File: src/rtl/key_debounce_ext_if.sv
// rtl/key_debounce_ext_if.sv - key bundle between raw key pins and debounced event outputs
//
// Purpose: groups the raw active-low key inputs with the debounced level and
//          the four per-channel event pulses.
// Signals (all N bits wide, one bit per channel):
//   key_n       raw keys, active low, asynchronous to clk
//   key_level   debounced level, 1 = pressed
//   key_pulse   one-cycle pulse on accepted press
//   key_release one-cycle pulse on accepted release
//   key_long    one-cycle pulse after LONG_TICKS ticks held
//   key_repeat  one-cycle pulse every REP_TICKS ticks after key_long
// Modports: master drives key_n and observes events; slave is the debouncer.
interface key_debounce_ext_if #(
  parameter int N = 4
);
  logic [N-1:0] key_n;
  logic [N-1:0] key_level;
  logic [N-1:0] key_pulse;
  logic [N-1:0] key_release;
  logic [N-1:0] key_long;
  logic [N-1:0] key_repeat;

  modport master (
    output key_n,
    input  key_level,
    input  key_pulse,
    input  key_release,
    input  key_long,
    input  key_repeat
  );

  modport slave (
    input  key_n,
    output key_level,
    output key_pulse,
    output key_release,
    output key_long,
    output key_repeat
  );
endinterface

File: src/rtl/key_debounce_ext.sv
// rtl/key_debounce_ext.sv - multi-channel key debouncer with press/release/long/repeat events
//
// Purpose: per channel, synchronise an active-low raw key, accept a change only
//          after CNT_NUM consecutive cycles, present the clean level and emit
//          one-cycle press, release, long-press and auto-repeat pulses. Hold
//          timing uses one shared free-running coarse tick.
// Ports:
//   clk    system clock
//   rst_n  asynchronous active-low reset
//   keys   key_debounce_ext_if.slave (key_n in; key_level, key_pulse,
//          key_release, key_long, key_repeat out; all N bits, registered)
module key_debounce_ext #(
  parameter int N          = 4,
  parameter int CNT_NUM    = 240000,
  parameter int WIDTH      = 18,
  parameter int TICK_NUM   = 120000,
  parameter int LONG_TICKS = 100,
  parameter int REP_TICKS  = 20,
  parameter int HW         = 8,
  parameter int REPEAT_EN  = 1
) (
  input  logic             clk,
  input  logic             rst_n,
  key_debounce_ext_if.slave keys
);

  localparam int TW = (TICK_NUM > 1) ? $clog2(TICK_NUM) : 1;
  localparam logic [TW-1:0]    TICK_LAST = TW'(TICK_NUM - 1);
  localparam logic [WIDTH-1:0] CNT_LAST  = WIDTH'(CNT_NUM - 1);
  localparam logic [HW-1:0]    LONG_LAST = HW'(LONG_TICKS - 1);
  localparam logic [HW-1:0]    LONG_END  = HW'(LONG_TICKS);
  localparam logic [HW-1:0]    REP_LAST  = HW'(REP_TICKS - 1);

  typedef enum logic [1:0] {
    ST_IDLE = 2'd0,
    ST_HELD = 2'd1,
    ST_LONG = 2'd2
  } state_e;

  // Two-flop synchroniser per channel
  logic [N-1:0] sync1_q, sync1_d;
  logic [N-1:0] sync2_q, sync2_d;

  // Debounce state
  logic [N-1:0][WIDTH-1:0] cnt_q, cnt_d;
  logic [N-1:0]            stable_n_q, stable_n_d;

  // Shared coarse tick
  logic [TW-1:0] tick_cnt_q, tick_cnt_d;
  logic          tick;

  // Hold-timer FSM per channel
  state_e               state_q [N];
  state_e               state_d [N];
  logic [N-1:0][HW-1:0] hold_q, hold_d;
  logic [N-1:0][HW-1:0] rep_q, rep_d;

  // Registered outputs
  logic [N-1:0] level_q, level_d;
  logic [N-1:0] pulse_q, pulse_d;
  logic [N-1:0] release_q, release_d;
  logic [N-1:0] long_q, long_d;
  logic [N-1:0] repeat_q, repeat_d;

  // Acceptance strobes, valid in the cycle stable_n is about to change
  logic [N-1:0] press_acc;
  logic [N-1:0] rel_acc;

  always_comb begin
    sync1_d    = keys.key_n;
    sync2_d    = sync1_q;

    // Free-running; never restarted by key activity, hence the tick-phase
    // uncertainty on the first hold tick.
    tick       = (tick_cnt_q == TICK_LAST);
    tick_cnt_d = tick ? '0 : tick_cnt_q + 1'b1;

    cnt_d      = '0;
    stable_n_d = stable_n_q;
    press_acc  = '0;
    rel_acc    = '0;
    level_d    = '0;
    pulse_d    = '0;
    release_d  = '0;
    long_d     = '0;
    repeat_d   = '0;
    hold_d     = hold_q;
    rep_d      = rep_q;

    for (int i = 0; i < N; i++) begin
      state_d[i] = state_q[i];

      // Any single cycle of agreement leaves cnt_d at 0, restarting the count.
      if (sync2_q[i] != stable_n_q[i]) begin
        if (cnt_q[i] == CNT_LAST) begin
          stable_n_d[i] = sync2_q[i];
          press_acc[i]  = ~sync2_q[i];
          rel_acc[i]    = sync2_q[i];
        end else begin
          cnt_d[i] = cnt_q[i] + 1'b1;
        end
      end

      // Level and edge pulses are registered from the next stable value so
      // they all appear on the same edge as the stable_n update.
      level_d[i]   = ~stable_n_d[i];
      pulse_d[i]   = press_acc[i];
      release_d[i] = rel_acc[i];

      // Release takes priority over a coincident tick: no long/repeat then.
      if (rel_acc[i]) begin
        state_d[i] = ST_IDLE;
        hold_d[i]  = '0;
        rep_d[i]   = '0;
      end else begin
        case (state_q[i])
          ST_IDLE: begin
            hold_d[i] = '0;
            rep_d[i]  = '0;
            if (press_acc[i]) begin
              state_d[i] = ST_HELD;
            end
          end
          ST_HELD: begin
            if (tick) begin
              if (hold_q[i] == LONG_LAST) begin
                // hold parks at LONG_TICKS; it is not advanced in LONG
                hold_d[i]  = LONG_END;
                rep_d[i]   = '0;
                long_d[i]  = 1'b1;
                state_d[i] = ST_LONG;
              end else begin
                hold_d[i] = hold_q[i] + 1'b1;
              end
            end
          end
          ST_LONG: begin
            if (tick) begin
              if (rep_q[i] == REP_LAST) begin
                rep_d[i]    = '0;
                repeat_d[i] = (REPEAT_EN != 0);
              end else begin
                rep_d[i] = rep_q[i] + 1'b1;
              end
            end
          end
          default: begin
            state_d[i] = ST_IDLE;
            hold_d[i]  = '0;
            rep_d[i]   = '0;
          end
        endcase
      end
    end
  end

  always_ff @(posedge clk or negedge rst_n) begin
    if (!rst_n) begin
      sync1_q    <= '1;
      sync2_q    <= '1;
      cnt_q      <= '0;
      stable_n_q <= '1;
      tick_cnt_q <= '0;
      hold_q     <= '0;
      rep_q      <= '0;
      level_q    <= '0;
      pulse_q    <= '0;
      release_q  <= '0;
      long_q     <= '0;
      repeat_q   <= '0;
      for (int i = 0; i < N; i++) begin
        state_q[i] <= ST_IDLE;
      end
    end else begin
      sync1_q    <= sync1_d;
      sync2_q    <= sync2_d;
      cnt_q      <= cnt_d;
      stable_n_q <= stable_n_d;
      tick_cnt_q <= tick_cnt_d;
      hold_q     <= hold_d;
      rep_q      <= rep_d;
      level_q    <= level_d;
      pulse_q    <= pulse_d;
      release_q  <= release_d;
      long_q     <= long_d;
      repeat_q   <= repeat_d;
      for (int i = 0; i < N; i++) begin
        state_q[i] <= state_d[i];
      end
    end
  end

  assign keys.key_level   = level_q;
  assign keys.key_pulse   = pulse_q;
  assign keys.key_release = release_q;
  assign keys.key_long    = long_q;
  assign keys.key_repeat  = repeat_q;

endmodule

File: src/flat_wrapper.sv
// flat-port wrapper written by rule: the top's interface ports become plain ports
module key_debounce_ext_flat 
#(
  parameter int N          = 4,
  parameter int CNT_NUM    = 240000,
  parameter int WIDTH      = 18,
  parameter int TICK_NUM   = 120000,
  parameter int LONG_TICKS = 100,
  parameter int REP_TICKS  = 20,
  parameter int HW         = 8,
  parameter int REPEAT_EN  = 1
)
  (clk, rst_n, keys_key_n, keys_key_level, keys_key_pulse, keys_key_release, keys_key_long, keys_key_repeat);
  key_debounce_ext_if #(.N(N)) keys_i ();
  input  logic clk;
  input  logic rst_n;
  input wire logic [$bits(keys_i.key_n)-1:0] keys_key_n;
  output wire logic [$bits(keys_i.key_level)-1:0] keys_key_level;
  output wire logic [$bits(keys_i.key_pulse)-1:0] keys_key_pulse;
  output wire logic [$bits(keys_i.key_release)-1:0] keys_key_release;
  output wire logic [$bits(keys_i.key_long)-1:0] keys_key_long;
  output wire logic [$bits(keys_i.key_repeat)-1:0] keys_key_repeat;
  assign keys_i.key_n = keys_key_n;
  assign keys_key_level = keys_i.key_level;
  assign keys_key_pulse = keys_i.key_pulse;
  assign keys_key_release = keys_i.key_release;
  assign keys_key_long = keys_i.key_long;
  assign keys_key_repeat = keys_i.key_repeat;
  key_debounce_ext #(.N(N), .CNT_NUM(CNT_NUM), .WIDTH(WIDTH), .TICK_NUM(TICK_NUM), .LONG_TICKS(LONG_TICKS), .REP_TICKS(REP_TICKS), .HW(HW), .REPEAT_EN(REPEAT_EN)) u_core (.clk(clk), .rst_n(rst_n), .keys(keys_i));
endmodule
File: config.mk
export PLATFORM = sky130hd
export DESIGN_NAME = key_debounce_ext_flat
export DESIGN_NICKNAME = d
export VERILOG_FILES = /design/src/rtl/key_debounce_ext_if.sv /design/src/rtl/key_debounce_ext.sv /design/src/flat_wrapper.sv
export SDC_FILE = /design/constraint.sdc
export NUM_CORES = 1
export LEC_CHECK = 0
export CAP_MARGIN = 10
export CORE_ASPECT_RATIO = 0.75
export CORE_MARGIN = 5
export CORE_UTILIZATION = 58
export CTS_BUF_LIST = sky130_fd_sc_hd__clkbuf_8
export CTS_CLUSTER_SIZE = 10
export DETAILED_ROUTE_END_ITERATION = 8
export PLACE_DENSITY = 0.88
export SLEW_MARGIN = 20
export SYNTH_ARGS = -nofsm -noshare
export SYNTH_HDL_FRONTEND = slang
export SYNTH_SLANG_ARGS = --single-unit
export TNS_END_PERCENT = 1
File: constraint.sdc
create_clock -name clk -period 2.2 [get_ports clk]
set_input_delay 0.66 -clock clk [delete_from_list [all_inputs] [get_ports clk]]
set_output_delay 0.66 -clock clk [all_outputs]
set_load 0.05 [all_outputs]
==> Yosys cells after proc, flatten, opt, wreduce, memory -nomap -nowiden <==
Index checks and enable logic that the tools add are counted.
{ "totals": {"wordCells": 232, "latchBits": 0, "mem_count": 0, "ram_bits": 0, "rom_bits": 0, "ff_bits": 193, "out_inout_bits": 20, "in_bits": 6} }
{ "classes": {"mul": 0, "n_reduce_logical": 16, "eq_ne": 45, "addsub": 13, "n_shift": 0, "div": 0, "mux": 125, "bitwise_logic": 8, "order_cmp": 0} }
{ "op_table": {"columns": ["operator", "n"], "rows": [
  ["two-way mux 8 bit", 32],
  ["two-way mux 18 bit", 8],
  ["one-hot mux 8 bit (2 select lines)", 8],
  ["adder 18 x 1 -> 18 bit, second input constant", 4],
  ["equality test 18 bit, second input constant", 4],
  ["adder 8 x 1 -> 8 bit, second input constant", 8],
  ["two-way mux 1 bit", 56],
  ["!= test 3 x 1 -> 1 bit, second input constant", 16],
  ["equality test 8 x 5 -> 1 bit, second input constant", 4],
  ["equality test 8 x 7 -> 1 bit, second input constant", 4],
  ["two-way mux 2 bit", 16],
  ["one-hot mux 2 bit (3 select lines)", 4],
  ["adder 17 x 1 -> 17 bit, second input constant", 1],
  ["equality test 17 bit, second input constant", 1],
  ["two-way mux 17 bit", 1],
  ["AND reduction 4 bit", 4],
  ["AND reduction 3 bit", 4],
  ["equality test 2 x 1 -> 1 bit, second input constant", 4],
  ["equality test 2 bit, second input constant", 4],
  ["zero test 2 bit", 4],
  ["!= test 2 x 1 -> 1 bit, second input constant", 4],
  ["NOT 1 bit", 8],
  ["AND reduction 2 bit", 4],
  ["!= test 1 bit", 4]
]} }

==> Depth between registers and ports, before layout <==
Gate-level depths: netlist (run 1).
{ "logic_depth": {"word_depth": 6, "ltp_mapped": 9, "ltp_nobuf": 7} }

==> Least setup slack after synthesis (run 1) <==
Ideal clock, no wire load.
{ "synth_timing": {"path_kind": "register -> register", "startpoint": "register u_core.hold_q[0] in the netlist's numbering", "endpoint": "register u_core.rep_q[4] in the netlist's numbering", "t_required_ns": 2.082, "setup_ns": 0.118, "period_less_slack_ns": 2.136, "slack_ns": 0.064, "path_buffers": 1, "stages_incl_launch_ff": 9, "arrival_ns": 2.018, "path_cell_list": "dfrtp_1 -> ha_1 -> or4b_1 -> or3_1 -> clkbuf_1 -> o21ai_1 -> a21oi_1 -> o21bai_1 -> a21o_1"} }
{ "synth_between": {"elab_chain_cells": 3} }
{ "synth_rtl": {"columns": ["item", "line", "text"], "rows": [
  ["start: declaration", "key_debounce_ext.sv:55", "logic [N-1:0][HW-1:0] hold_q, hold_d;"],
  ["start signal: assignment", "key_debounce_ext.sv:180", "hold_q <= hold_d;"],
  ["equality test 8 x 7 -> 1 bit", "key_debounce_ext.sv:126", "if (hold_q[i] == LONG_LAST) begin"],
  ["!= test 3 x 1 -> 1 bit (no source line)", null, null],
  ["AND reduction 3 bit (no source line)", null, null],
  ["end signal: assignment", "key_debounce_ext.sv:181", "rep_q <= rep_d;"],
  ["end: declaration", "key_debounce_ext.sv:56", "logic [N-1:0][HW-1:0] rep_q, rep_d;"]
]} }
No other way between the ends.
A chain may end at the register's enable or synchronous reset.

==> Final worst setup path (run 1) <==
{ "layout_timing": {"startpoint": "register u_core.cnt_q[25] in the netlist's numbering", "endpoint": "register u_core.hold_q[15] in the netlist's numbering"} }
{ "layout_between": {"elab_chain_cells": 5, "elab_cells_between_ends": 7, "cone_classes": "eq/ne: 3; mux: 3; reduce/logical: 1"} }
{ "layout_rtl": {"columns": ["item", "line", "text"], "rows": [
  ["start: declaration", "key_debounce_ext.sv:45", "logic [N-1:0][WIDTH-1:0] cnt_q, cnt_d;"],
  ["start signal: assignment", "key_debounce_ext.sv:177", "cnt_q <= cnt_d;"],
  ["equality test 18 bit *", "key_debounce_ext.sv:95", "if (cnt_q[i] == CNT_LAST) begin"],
  ["two-way mux 1 bit *", "key_debounce_ext.sv:95", null],
  ["two-way mux 1 bit *", "key_debounce_ext.sv:94", "if (sync2_q[i] != stable_n_q[i]) begin"],
  ["!= test 3 x 1 -> 1 bit (no source line) / != test 2 x 1 -> 1 bit (equally long branches)", null, null],
  ["AND reduction 2 bit (no source line)", null, null]
]} }
Mark *: on every way between the ends. The rest lies on a longest branch, timed or not.

==> flow_metrics.py, run 1 <==
metrics = {
    "drt": {
        "drt-initial-drc-count": 610,
        "top_layer": "met4",
        "vias": 7470,
        "dr_wl_met3_um": 944,
        "routed_wl_mm": 19.9,
        "m1WireLength_mm": 9.32,
        "drc": 0,
        "vias_per_cell": 5.86,
        "route.antenna.remaining_nets": 0,
        "met2_length_mm": 9.41,
        "drt_pass1_iterations": 5,
        "drt-wirelength-per-cell_um": 15.6,
    },
    "cells_and_area": {
        "fill_cells": 1137,
        "drive_gt1_share_pct": 14.9,
        "regArea_sq_mm": 0.00485,
        "final_cells": 1274,
        "area_growth_pct": 16.4,
        "finalNetCount": 1070,
        "antenna_cells": 0,
        "final_core_util_pct": 68.7,
        "design_area_sq_mm": 0.0110,
        "multiInputGateArea_sq_mm": 0.00455,
    },
    "sta": {
        "hold_viol": 0,
        "tightest_slew_ps": 711,
        "period_minus_slack_ps": 2150,
        "fmax_mhz": 465,
        "setup_viol": 0,
        "rsz0062_at_grt": "yes",
        "drv_slew": 0,
        "period_share_pct": 97.7,
        "slew_headroom_pct": 52.5,
        "clock-skew-final_ps": 9.75,
    },
    "yosys": {
        "synthMuxAreaShare_pct": 0.531,
        "synth_most_common_cell": "dfrtp_1",
        "syn-num-nets": 983,
        "syn_inst": 964,
        "synth_edf_count": 0,
        "synth-simple-area-share_pct": 28.2,
        "synth_compound_area_share_pct": 8.39,
        "async_reset_ff_share_pct": 100,
        "syn-cell-area_sq_mm": 0.00943,
        "synth_top_family_by_area": "simple AND/OR/NAND/NOR gates",
        "yosys-top-cells-area": "dfrtp_1, xor2_1, nor2_1",
        "yosysTopAreaCellShare_pct": 48.1,
        "ys_warn_count": 0,
        "synth.top_cells.by_count": "dfrtp_1, nor2_1, nand2_1",
        "ys_seq_area_share_pct": 51.4,
        "synth_ff_type": "dfrtp_1",
        "yosys.area_share.adder_pct": 1.73,
        "netlist-cell-type-count": 71,
        "yosysTopAreaCell": "dfrtp_1",
        "syn_avg_cell_area_sq_um": 9.78,
        "ys_ff_latch": 193,
        "synthXorXnorAreaFrac_pct": 8.08,
    },
    "place": {
        "port_buffers": 25,
        "hpwl_mm": 13.6,
        "place_area_sq_mm": 0.0104,
        "routabilityCongestion": 0.868,
        "dp.cells": 1234,
    },
    "clocking": {
        "clock_sinks": 193,
        "hold_buffers": 0,
        "cts_max_level": 4,
        "cts_tree": "done",
        "clockBufferDepth": 2,
        "clk_pin_slew_worst_paths_ps": 100,
        "cts_buffers": 17,
        "root_buffer": "clkbuf_8",
        "worstSkewPairLatency_ps": 470,
    },
    "worst_setup_path": {
        "timing.rr.start": "u_core.cnt_q[25]",
        "critPathMaxStageDelay_ps": 440,
        "path_max_fanout": 17,
        "path_class": "flop to flop",
        "crit_start": "u_core.cnt_q[25]",
        "cp-end-kind": "flop",
        "path_cells": "nor4b_1, nand3_1, nor4b_4, buf_12, o2111ai_1, xor2_1, nor3_1",
        "arrival_ps": 2530,
        "cpMaxStageDelayCell": "dfrtp_1",
        "worstSetupStartpointType": "flop",
        "cp.required_ps": 2580,
    },
    "die": {
        "row_count": 40,
        "core_area_sq_mm": 0.0160,
        "die_width_um": 157,
        "initial_utilization_pct": 59.0,
        "die_h_um": 120,
        "io_pins": 26,
        "dieArea_sq_mm": 0.0189,
    },
    "global_routing": {
        "grt_pass1_vias": 7111,
        "antenna_found_initial": 0,
        "grt_max_degree": 41,
        "gr-total-overflow": 0,
        "grt_usage_pct": 21.7,
        "grt_pass1_wl_mm": 33.7,
    },
    "pwr": {
        "power_density_mw_per_mm2": 570,
        "p_total_mw": 6.26,
        "vdd_drop_max_mv": 0.362,
        "leakagePower_nw": 5.02,
    },
    "hold_path": {
        "min_path_type": "input pin to asynchronous set/reset pin",
    },
    "run_status": {
        "status": "finished clean",
    },
    "job": {
        "drv_cap": 0,
    },
}
## layout by cell type (no fill, tap or decap), drive strengths merged, types with 8 or more instances in the layout
master | Yosys | layout
o31ai | 9 | 9
xor2 | 60 | 60
nor2b | 10 | 10
nor2 | 130 | 130
nand2 | 107 | 107
nor4b | 14 | 14
nand2b | 14 | 14
or2 | 9 | 9
dfrtp | 181 | 181
or3 | 9 | 9
ha | 13 | 13
clkbuf | 18 | 20
and4 | 16 | 16
dfstp | 12 | 12
o21ai | 44 | 44
nor3b | 10 | 10
nand4 | 12 | 12
a21oi | 20 | 20
xnor2 | 27 | 27
nor3 | 22 | 22
a21o | 11 | 11
dlygate4sd2 | 0 | 20
nand3 | 80 | 80
o21bai | 8 | 8
buf | 6 | 67
and3 | 34 | 34
inv | 17 | 22
## power breakdown
| part | internal, mW | total, mW | switching (mW) |
|---|---|---|---|
| Combinational | 0.0543 | 0.165 | 0.111 |
| Clock | 1.21 | 2.50 | 1.29 |
| Sequential | 3.58 | 3.60 | 0.0193 |
| Total | 4.84 | 6.26 | 1.42 |
## worst paths after layout
| path | endpoint | slack [ps] | cells after the start |
|---|---|---|---|
| max in group asynchronous | u_core.stable_n_q[2] | 1450 | 2 |
| hold reg to reg | u_core.sync2_q[1] | 360 | 0 |
| hold / removal | u_core.cnt_q[11] | 110 | 1 |
| setup / recovery | u_core.hold_q[15] | 50 | 7 |
| min in group clk | u_core.sync2_q[1] | 360 | 0 |
| setup reg to reg | u_core.hold_q[15] | 50 | 7 |
## worst max-delay path, delay by kind of cell, from the launching register on
kind,cells,cell delay (ps)
DFF,1,440
and+or+nand+nor,4,1070
AOI/OAI and AO/OA,1,180
buffers and inverters,1,190
xor gates and xnor gates,1,190
## metal layers
layer  track usage [%]  vias to the layer above
met5                 0                        -
met4              5.91                        0
met3              4.83                       23
met2              33.3                      202
met1              31.2                     3710
li1                  -                     3535
## stage by stage
stage	hold slack [ps]	setup TNS (ps)	worst slack [ps]
floorplan	345	0	64.2
global placement	347	0	20.2
detailed placement	347	-262	-53.3
CTS	102	-0.230	-0.230
global route	106	-324	-37.5
finish	114	0	50.1
## state kept, by name, summed over array words and instances, names as in the netlist, 8 cells and up
register	cells
u_core.state_q	8
u_core.rep_q	32
u_core.hold_q	32
u_core.cnt_q	72
u_core.tick_cnt_q	17
## final cells by class
type                            instances  area share [%]
Clock buffer                           19            2.38
Multi-Input combinational cell        730            41.5
Tap cell                              210            2.39
Inverter                               17           0.582
Clock inverter                         13            1.57
Sequential cell                       193            44.2
Timing Repair Buffer                   92            7.39
## timing repair
action | in CTS | in global routing
setup buffers | 0 | 8
resized for setup | 26 | 27
pin swaps | 0 | 8
endpoints found under the setup margin | 31 | 47
endpoints found under the hold margin | 0 | 0
## logic make-up (layout without fill, tap and decap cells)
kind of cell,Yosys count,in the layout
AO/OA/AOI/OAI,120,120
XOR/XNOR,87,87
adder cells (fa/ha/maj),13,13
buffers and inverters,41,141
flip-flops,193,193
multiplexers,5,5
AND/OR/NAND/NOR,505,505
Note: power is estimated with default switching activity, not from simulation.
==> inputs of run 2 (changes only) <==
RECOVER_POWER = 50   (was not set)
==> flow_metrics.py, run 2 (synthesized netlist as in run 1, its figures left out) <==
metrics = {
    "pwr": {
        "vdd_drop_max_mv": 0.362,
        "p_seq_share_pct": 57.6,
        "swShare_pct": 22.8,
        "intPower_mw": 4.82,
        "p_comb_share_pct": 2.3,
        "power_density_mw_per_mm2": 573,
        "switchingPower_mw": 1.42,
        "pwr-share-clk_pct": 40.0,
        "leakagePower_nw": 4.98,
    },
    "global_routing": {
        "grt_usage_pct": 21.7,
        "grt_max_degree": 41,
        "grt_pass1_vias": 7111,
        "antenna_found_initial": 0,
        "grt_pass1_wl_mm": 33.7,
        "gr-total-overflow": 0,
    },
    "cells_and_area": {
        "largest_reg_flops": 72,
        "area_growth_pct": 15.6,
        "regMostFlops": "u_core.cnt_q",
        "final_core_util_pct": 68.2,
        "drive_gt1_share_pct": 14.7,
        "final_cells": 1274,
        "finalNetCount": 1070,
        "layout_common_cells": "dfrtp_1, nor2_1, nand2_1",
        "design_area_sq_mm": 0.0109,
        "final_common_cell": "dfrtp_1",
        "reg_top3": "u_core.cnt_q: 72 flops, u_core.hold_q: 32 flops, u_core.rep_q: 32 flops",
        "antenna_cells": 0,
    },
    "worst_setup_path": {
        "path_max_fanout": 17,
        "cp.required_ps": 2580,
        "cpLargestDelayFamily": "simple AND/OR/NAND/NOR gates",
        "rrSetupSlack_ps": 50,
        "reg2reg_to": "u_core.hold_q[15]",
        "arrival_ps": 2530,
        "cpMaxStageDelayCell": "dfrtp_1",
        "timing.rr.start": "u_core.cnt_q[25]",
        "path_cells": "nor4b_1, nand3_1, nor4b_4, buf_12, o2111ai_1, xor2_1, nor3_1",
        "critPathMaxStageDelay_ps": 440,
        "path_class": "flop to flop",
        "worstSetupStartpointType": "flop",
        "cp-end-kind": "flop",
        "reg2reg_depth": 7,
        "path_buf_inv": 1,
    },
    "sta": {
        "fmax_mhz": 464,
        "tightest_slew_ps": 1020,
        "drv_slew": 0,
        "period_minus_slack_ps": 2150,
        "rsz0062_at_grt": "yes",
        "setup_viol": 0,
        "hold_viol": 0,
        "slew_headroom_pct": 31.8,
        "clock-skew-final_ps": 9.74,
        "period_share_pct": 97.9,
    },
    "die": {
        "io_pins": 26,
        "die_width_um": 157,
        "dieArea_sq_mm": 0.0189,
        "core_area_sq_mm": 0.0160,
        "row_count": 40,
        "initial_utilization_pct": 59.0,
        "die_h_um": 120,
    },
    "job": {
        "drv_cap": 0,
    },
    "clocking": {
        "cts_buffers": 17,
        "cts_tree": "done",
        "clk_pin_slew_worst_paths_ps": 100,
        "clock_sinks": 193,
        "clockBufferDepth": 2,
        "root_buffer": "clkbuf_8",
        "cts_max_level": 4,
        "worstSkewPairLatency_ps": 460,
    },
    "drt": {
        "routed_wl_mm": 20.0,
        "drt-initial-drc-count": 612,
        "drc": 0,
        "vias": 7459,
        "route.antenna.remaining_nets": 0,
        "drt_pass1_iterations": 5,
        "vias_per_cell": 5.85,
        "drt-wirelength-per-cell_um": 15.7,
    },
    "place": {
        "hpwl_mm": 13.6,
        "dp.cells": 1234,
        "place_area_sq_mm": 0.0104,
        "routabilityCongestion": 0.868,
        "port_buffers": 25,
    },
    "run_status": {
        "status": "finished clean",
    },
    "hold_path": {
        "min_path_type": "input pin to asynchronous set/reset pin",
    },
}
[run 2: what timing repair did]
action                                 4_1_cts  5_1_grt
gates cloned                                 0        0
setup buffers                                0        8
pin swaps                                    0        8
endpoints found under the hold margin        0        0
resized for setup                           26       27
setup endpoints to repair                   31       47
hold buffers                                 0        0
[run 2: metal layers]
layer	routed length (um)	share of wire, %	global-route usage, %
met1	9400	47	31.2
met2	9410	47	33.3
met3	882	4.4	4.83
met4	272	1.4	5.91
met5	0	0	0
[run 2: how the worst max path moves through the flow]
stage	start	endpoint	slack (ps)	cells past startpoint
2_1_floorplan	u_core.hold_q[0]	u_core.rep_q[4]	60	8
3_3_place_gp	u_core.hold_q[17]	u_core.rep_q[20]	20	7
3_5_place_dp	u_core.tick_cnt_q[0]	u_core.rep_q[26]	-50	7
4_1_cts	u_core.tick_cnt_q[9]	u_core.rep_q[22]	-0.2	6
5_1_grt	u_core.hold_q[16]	u_core.rep_q[21]	-40	7
6_report	u_core.cnt_q[25]	u_core.hold_q[15]	50	7
[run 2: stage by stage]
step / hold WS, ps / setup TNS (ps) / power, mW / worst slack, ps
final: 350 / 0 / 6.24 / 46.9
after global routing: 365 / -338 / 6.48 / -37.5
after CTS: 102 / -0.230 / 6.32 / -0.230
after detailed placement: 347 / -262 / 3.84 / -53.3
after global placement: 347 / 0 / 3.83 / 20.2
after floorplan: 345 / 0 / 3.71 / 64.2
[run 2: layout make-up]
type | instances | area, sq um
fill | 1152 | 5070
tap | 210 | 263
clock inverter | 13 | 173
timing repair buffer | 92 | 731
clock buffer | 19 | 262
inverter | 17 | 63.8
multi-input combinational | 730 | 4550
sequential | 193 | 4850
[run 2: power groups by stage]
| stage | logic (mW) | clock network (mW) | registers [mW] |
|---|---|---|---|
| 6_report | 0.146 | 2.50 | 3.60 |
| 5_1_grt | 0.175 | 2.70 | 3.60 |
| 4_1_cts | 0.172 | 2.55 | 3.60 |
| 3_5_place_dp | 0.172 | 0 | 3.66 |
| 3_3_place_gp | 0.169 | 0 | 3.66 |
| 2_1_floorplan | 0.0501 | 0 | 3.66 |
==> RTL edit (settings of run 2) <==
`TICK_NUM` is set to 120000 in 2 places; all go to 480000.
--- a/src/rtl/key_debounce_ext.sv
+++ b/src/rtl/key_debounce_ext.sv
@@ -14,5 +14,5 @@
   parameter int CNT_NUM    = 240000,
   parameter int WIDTH      = 18,
-  parameter int TICK_NUM   = 120000,
+  parameter int TICK_NUM   = 480000,
   parameter int LONG_TICKS = 100,
   parameter int REP_TICKS  = 20,
--- a/src/flat_wrapper.sv
+++ b/src/flat_wrapper.sv
@@ -5,5 +5,5 @@
   parameter int CNT_NUM    = 240000,
   parameter int WIDTH      = 18,
-  parameter int TICK_NUM   = 120000,
+  parameter int TICK_NUM   = 480000,
   parameter int LONG_TICKS = 100,
   parameter int REP_TICKS  = 20,
Formal check against the unedited RTL: no difference found for any inputs over 10 cycles, from zero or initial values and one cycle with rst_n low; that may be too few to reach the edited logic, so the function may still have changed.
==> RTL edit against run 2 <==
- hold slack better by 9.8 ps
- sequential cell count is 2 higher
- wire length increased by 4.8%
- core utilization up 1.3 points
- power down 1.3%
- area after synthesis rose by 1.9%
- design area increased by 2.9%
- the run now ends with negative setup slack left
- clock skew up 6.1 ps
- critical path depth unchanged
- worst setup slack got worse by 270 ps
==> RTL edit: results (changes against run 2) <==
[metrics] overall track demand over capacity in global routing: 0.225 (+0.00872)
[metrics] most common library cells after synthesis: dfrtp_1 (183), nor2_1 (132), nand2_1 (77), nand3_1 (73), xor2_1 (55)
[metrics] FFs w/ async S/R, synth: 1.00 (unchanged)
[metrics] final-report setup violation count: 48 (+48)
[metrics] leakage dissipation: 5.16 nW (+3.6%)
[metrics] outcome: finished with violations
[metrics] critical path fanouts, max: 5 (-12)
[metrics] pin slew with the least headroom to its limit: 1270 ps (+242 ps)
[metrics] net count of the finished layout: 1084 (+1.3%)
[metrics] Detailed Route WL: 20900 um (+4.8%)
[metrics] number of antenna violations at the first check in global routing: 0 (unchanged)
[metrics] pin count of the biggest net entering global routing: 53 (+29%)
[metrics] Final TNS setup: -4670 ps (-4670 ps)
[metrics] Port-buffer cells: 25 (unchanged)
[metrics] vias in the first global route: 7369 (+3.6%)
[metrics] synthesized net count: 988 (+0.51%)
[metrics] top-area cell type share of the netlist area: 0.477 (-0.00374)
[metrics] DRC marker count from the first detailed-route iteration: 619 (+1.1%)
[metrics] Placer Congestion: 0.868 (unchanged)
[metrics] VDD IR max: 431 uV (+19%)
[metrics] PnR worst setup slack: -224 ps (-271 ps)
[metrics] clock transition at the registers of the reported paths: 100 ps (about the same)
[metrics] Yosys warning count: 0 (unchanged)
[metrics] clock insertion delay at the later pin of the skew report: 480 ps (+20 ps)
[metrics] wire length of the first global-routing pass: 35200 um (+4.5%)
[metrics] part of the Yosys area used for sequential elements: 0.510 (-0.00436)
[metrics] Final HPWL DP: 14100 um (+3.3%)
[metrics] largest cells by area after synthesis: dfrtp_1 (48%), nor2_1 (5.2%), xor2_1 (5.0%)
[metrics] registers with the most flip-flops: u_core.cnt_q x72, u_core.hold_q x32, u_core.rep_q x32
[metrics] switch share: 0.229 (+0.00117)
[metrics] library cells used by synthesis: 73 (+2.8%)
[metrics] TritonCTS buffer count: 17 (unchanged)
[metrics] dominant delay contributor by cell family on the critical path: simple AND/OR/NAND/NOR gates
[metrics] proportion of layout cells with a drive suffix above 1: 0.179 (+0.0324)
[metrics] crit path DAT: 2800 ps (+270 ps)
[metrics] worst min-delay path category: flip-flop to flip-flop
[metrics] Clock Path Buffers: 2 (unchanged)
[metrics] violated checks: negative setup slack
[metrics] Worst Skew: 15.8 ps (+6.08 ps)
[metrics] Post-Place Worst Slack: -117 ps (-63.2 ps)
[metrics] Max stage delay on crit path: 550 ps (+110 ps)
[metrics] cell with the biggest individual delay on the critical path: or4b_4
[metrics] vias post-DR: 7654 (+2.6%)
RTL edit: cell types whose count changed after synthesis, sizes merged, moves of 6 or more:
| cell | run 2 | this run |
|---|---|---|
| a211o | 0 | 8 |
| and4 | 16 | 10 |
| nand2 | 107 | 78 |
| nand3 | 80 | 74 |
| nand4 | 12 | 22 |
| nor3 | 22 | 29 |
| nor4 | 5 | 14 |
| o21ai | 44 | 35 |
| o21bai | 8 | 2 |
| xnor2 | 27 | 34 |
RTL edit: power by group through the flow:
stage	clock network [mW]	registers [mW]	logic [mW]
after CTS	2.40	3.63	0.165
after global placement	0	3.70	0.161
after detailed placement	0	3.70	0.165
after floorplan	0	3.70	0.0517
after global routing	2.56	3.64	0.174
final	2.38	3.63	0.146
RTL edit: timing repair:
| item | 4_1_cts | 5_1_grt |
|---|---|---|
| resized for setup | 31 | 51 |
| setup buffers | 0 | 3 |
| hold endpoints to repair | 0 | 0 |
| setup endpoints to repair | 64 | 63 |
| pin swaps | 3 | 9 |
RTL edit: final cells by class:
class	instances	area [sq um]
Timing Repair Buffer	107	860
Clock buffer	20	275
Sequential cell	195	4890
Multi-Input combinational cell	725	4720
Tap cell	210	263
Inverter	19	71.3
Clock inverter	12	128
Fill cell	1128	4900
RTL edit: metal layers:
layer | global-route usage | wire length (um)
met4 | 0.0778 | 309
met3 | 0.0474 | 1140
met1 | 0.326 | 9520
met5 | 0 | 0
met2 | 0.338 | 9960
RTL edit: worst paths after layout:
kind | startpoint | end | slack, ps | cells past startpoint
max in group asynchronous | rst_n | u_core.cnt_q[26]$_DFF_PN0_ | 350 | 2
worst min register to register | u_core.sync1_q[1]$_DFF_PN1_ | u_core.sync2_q[1]$_DFF_PN1_ | 360 | 0
worst max register to register | u_core.tick_cnt_q[13]$_DFF_PN0_ | u_core.state_q[2]$_DFFE_PN0P_ | -220 | 7
min in group asynchronous | rst_n | u_core.keys.key_level[1]$_DFF_PN0_ | 450 | 1
worst max-delay path | u_core.tick_cnt_q[13]$_DFF_PN0_ | u_core.state_q[2]$_DFFE_PN0P_ | -220 | 7
worst min-delay path | u_core.sync1_q[1]$_DFF_PN1_ | u_core.sync2_q[1]$_DFF_PN1_ | 360 | 0
RTL edit: metrics by stage:
step,instances,power [mW],cell area [sq um],hold WS (ps)
floorplan,969,3.75,9610,345
global placement,1253,3.86,10600,345
detailed placement,1253,3.87,10600,347
CTS,1285,6.20,11100,132
global route,1288,6.37,11200,367
finish,1288,6.16,11200,360
RTL edit: kinds of logic after synthesis:
group / share of synthesized area
simple gates: 0.273
buf+inv: 0.0202
mux: 0.00964
xor+xnor: 0.0812
flops: 0.510
compound gates: 0.0894
fa+ha+maj: 0.0169
